`config.mk`:
```
export PLATFORM = sky130hd
export DESIGN_NAME = count_ctrl
export DESIGN_NICKNAME = d
export VERILOG_FILES = /design/src/rtl/count_pkg.sv /design/src/rtl/btn_debounce.sv /design/src/rtl/count_ctrl.sv
export SDC_FILE = /design/constraint.sdc
export NUM_CORES = 1
export LEC_CHECK = 0
export ABC_AREA = 1
export CAP_MARGIN = 20
export CORE_MARGIN = 2
export CORE_UTILIZATION = 55
export DETAILED_ROUTE_END_ITERATION = 7
export GPL_TIMING_DRIVEN = 0
export PLACE_DENSITY = 0.72
export RECOVER_POWER = 25
export SLEW_MARGIN = 20
export SYNTH_ARGS = -nofsm -noshare
export SYNTH_HDL_FRONTEND = slang
export SYNTH_SLANG_ARGS = --single-unit
```
`constraint.sdc`:
```
create_clock -name CLK -period 3.4 [get_ports CLK]
set_input_delay 0.68 -clock CLK [delete_from_list [all_inputs] [get_ports CLK]]
set_output_delay 0.68 -clock CLK [all_outputs]
set_load 0.03 [all_outputs]
```
`src/rtl/count_pkg.sv`:
```
// count_pkg: shared types and constants for the push-button counter front end.
//   state_t  - controller FSM encoding (IDLE / DELAY / REPEAT / LOCK)
//   UP, DOWN - values driven on UP_DOWN towards the up/down modulo counter
//   max2()   - elaboration-time helper for sizing the repeat timer
package count_pkg;

    typedef enum logic [1:0] {
        IDLE   = 2'd0,
        DELAY  = 2'd1,
        REPEAT = 2'd2,
        LOCK   = 2'd3
    } state_t;

    localparam logic UP   = 1'b1;
    localparam logic DOWN = 1'b0;

    function automatic int max2(input int a, input int b);
        return (a > b) ? a : b;
    endfunction

endpackage

```
`src/rtl/btn_debounce.sv`:
```
// btn_debounce: 2-FF synchroniser followed by a counting debouncer for one
// raw push-button.
//   CLK  - system clock, rising edge
//   RSTn - synchronous active-low reset
//   BTN  - raw, asynchronous, bouncy button level (active-high)
//   DEB  - debounced level; changes only after DEB_CYCLES consecutive
//          synchronised samples that differ from the current DEB
module btn_debounce #(
    parameter int DEB_CYCLES = 1000
) (
    input  logic CLK,
    input  logic RSTn,
    input  logic BTN,
    output logic DEB
);

    localparam int              CW       = (DEB_CYCLES > 1) ? $clog2(DEB_CYCLES) : 1;
    localparam logic [CW-1:0]   CNT_LAST = CW'(DEB_CYCLES - 1);

    logic          s1;
    logic          s2;
    logic [CW-1:0] cnt;

    // NOTE: every register here is updated with <= so all flops sample the
    // values from before the edge; a blocking '=' would let s2 see this
    // cycle's s1 and collapse the synchroniser into a single stage.
    always_ff @(posedge CLK) begin
        if (!RSTn) begin
            s1  <= 1'b0;
            s2  <= 1'b0;
            DEB <= 1'b0;
            cnt <= '0;
        end else begin
            s1 <= BTN;
            s2 <= s1;
            // Any sample that agrees with the accepted level restarts the
            // stability count, so a bounce back aborts a pending change.
            if (s2 == DEB) begin
                cnt <= '0;
            end else if (cnt == CNT_LAST) begin
                DEB <= s2;
                cnt <= '0;
            end else begin
                cnt <= cnt + CW'(1);
            end
        end
    end

endmodule

```
`src/rtl/count_ctrl.sv`:
```
// count_ctrl: turns two raw push-buttons into ENABLE/UP_DOWN commands for the
// up/down modulo counter. One pulse per press, auto-repeat while held, and no
// pulses at all while both buttons are down.
//   CLK      - system clock, rising edge
//   RSTn     - synchronous active-low reset
//   BTN_UP   - raw up button (active-high, bouncy)
//   BTN_DOWN - raw down button (active-high, bouncy)
//   ENABLE   - registered one-cycle count-enable pulse
//   UP_DOWN  - registered direction (1 = up, 0 = down), changes only with a pulse
module count_ctrl
    import count_pkg::*;
#(
    parameter int DEB_CYCLES = 1000,
    parameter int REP_DELAY  = 50000,
    parameter int REP_PERIOD = 10000
) (
    input  logic CLK,
    input  logic RSTn,
    input  logic BTN_UP,
    input  logic BTN_DOWN,
    output logic ENABLE,
    output logic UP_DOWN
);

    localparam int            TW         = $clog2(max2(REP_DELAY, REP_PERIOD));
    localparam logic [TW-1:0] DELAY_LAST = TW'(REP_DELAY - 1);
    localparam logic [TW-1:0] PERIOD_LAST = TW'(REP_PERIOD - 1);

    logic          deb_up;
    logic          deb_down;
    state_t        state;
    state_t        state_d;
    logic [TW-1:0] timer;
    logic [TW-1:0] timer_d;
    logic          pulse;
    logic          dir_d;

    logic both_held;
    logic any_held;
    logic active_held;
    logic expired;

    btn_debounce #(.DEB_CYCLES(DEB_CYCLES)) u_deb_up (
        .CLK  (CLK),
        .RSTn (RSTn),
        .BTN  (BTN_UP),
        .DEB  (deb_up)
    );

    btn_debounce #(.DEB_CYCLES(DEB_CYCLES)) u_deb_down (
        .CLK  (CLK),
        .RSTn (RSTn),
        .BTN  (BTN_DOWN),
        .DEB  (deb_down)
    );

    // UP_DOWN still holds the direction of the press being serviced, so it
    // tells us which debounced level must stay high to keep repeating.
    assign both_held   = deb_up & deb_down;
    assign any_held    = deb_up | deb_down;
    assign active_held = (UP_DOWN == UP) ? deb_up : deb_down;
    assign expired     = (state == DELAY) ? (timer == DELAY_LAST) : (timer == PERIOD_LAST);

    // State register, timer and registered outputs.
    always_ff @(posedge CLK) begin
        if (!RSTn) begin
            state   <= IDLE;
            timer   <= '0;
            ENABLE  <= 1'b0;
            UP_DOWN <= UP;
        end else begin
            state   <= state_d;
            timer   <= timer_d;
            ENABLE  <= pulse;
            UP_DOWN <= dir_d;
        end
    end

    // Next-state logic. The both-held and release checks come before timer
    // expiry, so a release or conflict on the expiry edge suppresses the pulse.
    always_comb begin
        state_d = state;
        unique case (state)
            IDLE: begin
                if (both_held)     state_d = LOCK;
                else if (any_held) state_d = DELAY;
            end
            DELAY: begin
                if (both_held)         state_d = LOCK;
                else if (!active_held) state_d = IDLE;
                else if (expired)      state_d = REPEAT;
            end
            REPEAT: begin
                if (both_held)         state_d = LOCK;
                else if (!active_held) state_d = IDLE;
            end
            LOCK: begin
                if (!any_held) state_d = IDLE;
            end
            default: state_d = IDLE;
        endcase
    end

    // Output / timer logic.
    // NOTE: every signal is given a default before the case so no path leaves
    // it unassigned; otherwise synthesis would infer a latch to hold it.
    always_comb begin
        pulse   = 1'b0;
        dir_d   = UP_DOWN;
        timer_d = timer;
        unique case (state)
            IDLE: begin
                if (any_held && !both_held) begin
                    pulse   = 1'b1;
                    dir_d   = deb_up ? UP : DOWN;
                    timer_d = '0;
                end
            end
            DELAY, REPEAT: begin
                if (!both_held && active_held) begin
                    if (expired) begin
                        pulse   = 1'b1;
                        timer_d = '0;
                    end else begin
                        timer_d = timer + TW'(1);
                    end
                end
            end
            default: begin
                pulse   = 1'b0;
            end
        endcase
    end

endmodule

```
==> results of run 1 <==
==> layout by cell type, fill, tap and decap left out, types with 2 or more instances in the layout <==
cell | synthesis | final
clkbuf_8 | 0 | 6
nor3b_2 | 3 | 3
nand2_4 | 3 | 3
nor3_1 | 10 | 10
inv_1 | 42 | 42
clkdlybuf4s50_1 | 0 | 4
a21oi_1 | 9 | 9
nand4_1 | 10 | 10
inv_2 | 5 | 5
ha_1 | 11 | 11
nor3b_1 | 5 | 5
nor3_2 | 2 | 2
nor2_2 | 3 | 3
o21ai_1 | 4 | 4
nand3_2 | 2 | 2
nor3_4 | 2 | 2
dfxtp_1 | 46 | 46
nor2_1 | 42 | 42
nor4_1 | 2 | 2
o21ai_0 | 7 | 7
nand2_2 | 8 | 8
nand3_1 | 19 | 19
xor2_1 | 10 | 10
nand2_1 | 64 | 64
==> synthesized netlist by cell type (all sizes together) <==
| cell | n | area share (%) |
|---|---|---|
| and3 | 1 | 0.26 |
| inv | 48 | 7.6 |
| o22ai | 1 | 0.26 |
| a211oi | 1 | 0.31 |
| buf | 2 | 0.67 |
| nor4 | 2 | 0.51 |
| nand3 | 21 | 4.7 |
| nor3b | 8 | 3.1 |
| a31o | 1 | 0.36 |
| a21oi | 10 | 2.5 |
| nor2 | 47 | 8.5 |
| xnor2 | 1 | 0.36 |
| dfxtp | 46 | 38 |
| o21ai | 11 | 2.3 |
| xor2 | 10 | 3.6 |
| nand2 | 76 | 14 |
| o21bai | 1 | 0.31 |
| o211ai | 1 | 0.31 |
| or2 | 1 | 0.26 |
| ha | 11 | 5.6 |
| nor3 | 14 | 4.2 |
| nand4 | 10 | 2.6 |
==> flip-flops by register name (all words and copies together), names as in the netlist <==
register        flops
timer              16
u_deb_down.cnt     10
u_deb_up.cnt       10
state               2
ENABLE              1
UP_DOWN             1
u_deb_down.DEB      1
u_deb_down.s1       1
u_deb_down.s2       1
u_deb_up.DEB        1
u_deb_up.s1         1
u_deb_up.s2         1
==> layer usage <==
layer  vias to the layer above  track usage, %
met2                        23            33.9
met5                         -               0
met1                       888            22.5
met4                         0            6.71
met3                         5            4.13
li1                       1061               -
==> worst reg2reg max path, stage by stage (launching register included) <==
cell and delay, ns:
dfxtp_1 0.40, inv_1 0.10, ha_1 0.47, nand2_1 0.12
nand2_2 0.13, nand2_8 0.09, inv_6 0.12, nand2_2 0.08
o21ai_1 0.12, nand2_1 0.06, nor2_1 0.09
==> through the flow <==
step | cells | hold slack, ns | power, W | instance area [µm²] | setup WS, ns
after CTS | 389 | 0.426 | 0.000919 | 2650 | 1.30
after global placement | 381 | 0.393 | 0.000574 | 2560 | 1.49
after floorplan | 324 | 0.390 | 0.000566 | 2440 | 1.79
after detailed placement | 381 | 0.405 | 0.000574 | 2560 | 1.49
final | 389 | 0.422 | 0.000902 | 2650 | 1.33
after global routing | 389 | 0.444 | 0.000939 | 2650 | 1.26
==> kinds of logic (layout without fill, tap and decap cells) <==
family,after synthesis,after routing
AND/OR/NAND/NOR,180,180
XOR/XNOR,11,11
buffers and inverters,50,63
flip-flops,46,46
adder cells (fa/ha/maj),11,11
AO/OA/AOI/OAI,26,26
==> power groups by stage <==
stage | Sequential (W) | Clock, W | Combinational [W]
3_3_place_gp | 0.000555 | 0 | 0.0000184
4_1_cts | 0.000543 | 0.000358 | 0.0000185
6_report | 0.000542 | 0.000342 | 0.0000180
5_1_grt | 0.000543 | 0.000376 | 0.0000206
3_5_place_dp | 0.000555 | 0 | 0.0000185
2_1_floorplan | 0.000555 | 0 | 0.0000113
==> how the worst min path moves through the flow <==
stage	startpoint	to	cells after the start
after floorplan	u_deb_down.s1	u_deb_down.s2	2
after global placement	u_deb_up.s1	u_deb_up.s2	2
after detailed placement	u_deb_up.s1	u_deb_up.s2	2
after CTS	u_deb_up.s1	u_deb_up.s2	2
after global routing	u_deb_up.s1	u_deb_up.s2	2
final	u_deb_up.s1	u_deb_up.s2	2
==> final cells by class <==
type / count / area [µm²]
Timing Repair Buffer: 5 / 50.0
Sequential cell: 46 / 921
Inverter: 48 / 185
Tap cell: 52 / 65.1
Clock inverter: 2 / 12.5
Multi-Input combinational cell: 228 / 1320
Buffer: 2 / 15.0
Fill cell: 425 / 1670
Clock buffer: 6 / 82.6
==> results.toml, run 1 <==
[clock_network]
clk_latency_ns = 0.29
root_buffer = "clkbuf_8"
clock_sinks = 46
cts_tree = "built"
cts_buffer_depth = 2
hold_buffers = 0
h-tree-depth = 2
post_cts_buffers = 0
clk_pin_slew_ns = 0.08
cts_resized = 0
numCtsBuffers = 5

[floorplan]
die_area_mm2 = 0.00499
die_y_um = 70.6
coreArea_mm2 = 0.00432
fp-row-count = 24
fp.dieW_um = 70.6
initial_core_util_pct = 56.5
ios = 6

[sta]
fmax_mhz = 482
finalCritPeriodShare_pct = 61.0
period_minus_slack_ns = 2.07
drv_slew = 0
setup_tns_ns = 0
rsz0062_at_grt = "no"
report.final.hold_viol_count = 0
fin_worst_skew_ns = 0.00511
tightest_slew_ns = 0.521
setup_viol = 0
slew_headroom_pct = 65.3

[logic_synthesis]
synth_top_family_by_area = "simple AND/OR/NAND/NOR gates"
synthAdderAreaFrac_pct = 5.64
synth_compound_area_share_pct = 6.30
synthXorXnorAreaFrac_pct = 3.94
yosysUniqueCellTypes = 37
syn_inst = 324
yosysSeqAreaShare_pct = 37.7
syn_nets = 339
avgSynthCellArea_um2 = 7.54
synth_mux_area_share_pct = 0
yosysWarningCount = 0
synth_seq_cells = 46
syn-cell-area_mm2 = 0.00244
yosys.area_share.simple_pct = 38.2

[pwr]
switchingPower_w = 0.000191
clkPwrFrac_pct = 37.9
p_sw_share_pct = 21.2
p_per_area_mw_per_mm2 = 340
leakage_nw = 1.11
p_int_w = 0.000711
pwr-share-seq_pct = 60.1
combPwrFrac_pct = 2.0
ir_worst_vdd_v = 0.000280

[setup_path]
cpLargestDelayFamily = "buffers and inverters"
path_class = "reg -> out"
cp.arrival_ns = 1.39
critPathLaunch = "UP_DOWN"
critPathRequiredTime_ns = 2.72
slowest_delay_ns = 0.69
rr_endpoint = "timer[13]"
path_cells = "clkdlybuf4s50_1"
r2r_cells = 10
worst-path-stages = 1
path_buf_inv = 1
cp-start-kind = "register"
cp-end-kind = "primary output"
cp-endpoint = "UP_DOWN"
worstPathMaxFanout = 5
reg2reg_slack_ns = 1.58
critical_path.slowest_cell = "clkdlybuf4s50_1"
r2r-start = "state[0]"

[detailed_routing]
wl_met3_um = 114
wirelength_um = 4250
drtIter0Drc = 71
vias_per_cell = 5.08
firstDrtPassIters = 4
met1_length_um = 1970
drt-wirelength-per-cell_um = 10.9
wl_met2_um = 2120
drtAntennaViolNets = 0
vias = 1977
drc_errors = 0
dr.max_layer_used = "met4"

[grt]
antenna_found_initial = 0
grt-ovfl-total = 0
grt_max_degree = 15
grt.total_usage_pct = 19.0
grt_first_pass_wirelength_um = 7790
first_global_vias = 1905

[layout]
drive_gt1_share_pct = 12.8
antenna_cells = 0
final_core_util_pct = 61.3
area_delta_synth_final_pct = 8.56
nets = 351

[status]
status = "finished, final reports clean"

[hold_path]
hold_class = "reg -> reg"

[place]
dp_hpwl_um = 3270
gp_congestion = 0.858
io_buffer_count = 5

[flow_run]
drv_cap = 0
No activity file was read; power rests on OpenSTA's default activity.
==> inputs of run 2 (changes only) <==
==> constraint.sdc (replaced) <==
create_clock -name CLK -period 2 [get_ports CLK]
set_input_delay 0.4 -clock CLK [delete_from_list [all_inputs] [get_ports CLK]]
set_output_delay 0.4 -clock CLK [all_outputs]
set_load 0.03 [all_outputs]
==> results of run 2 <==
Same layout as run 1 (identical final DEF). Status: finished, final reports clean.
Among the figures that moved: setup slack after placement 1.49 ns -> 0.201 ns; setup slack after layout 1.33 ns -> 0.180 ns; start point of the critical path UP_DOWN -> state[0]; end point of the critical path UP_DOWN -> timer[13]; register-to-register setup slack 1.58 ns -> 0.18 ns; total power 0.000902 W -> 0.00153 W; worst IR drop on VDD 0.000280 V -> 0.000477 V
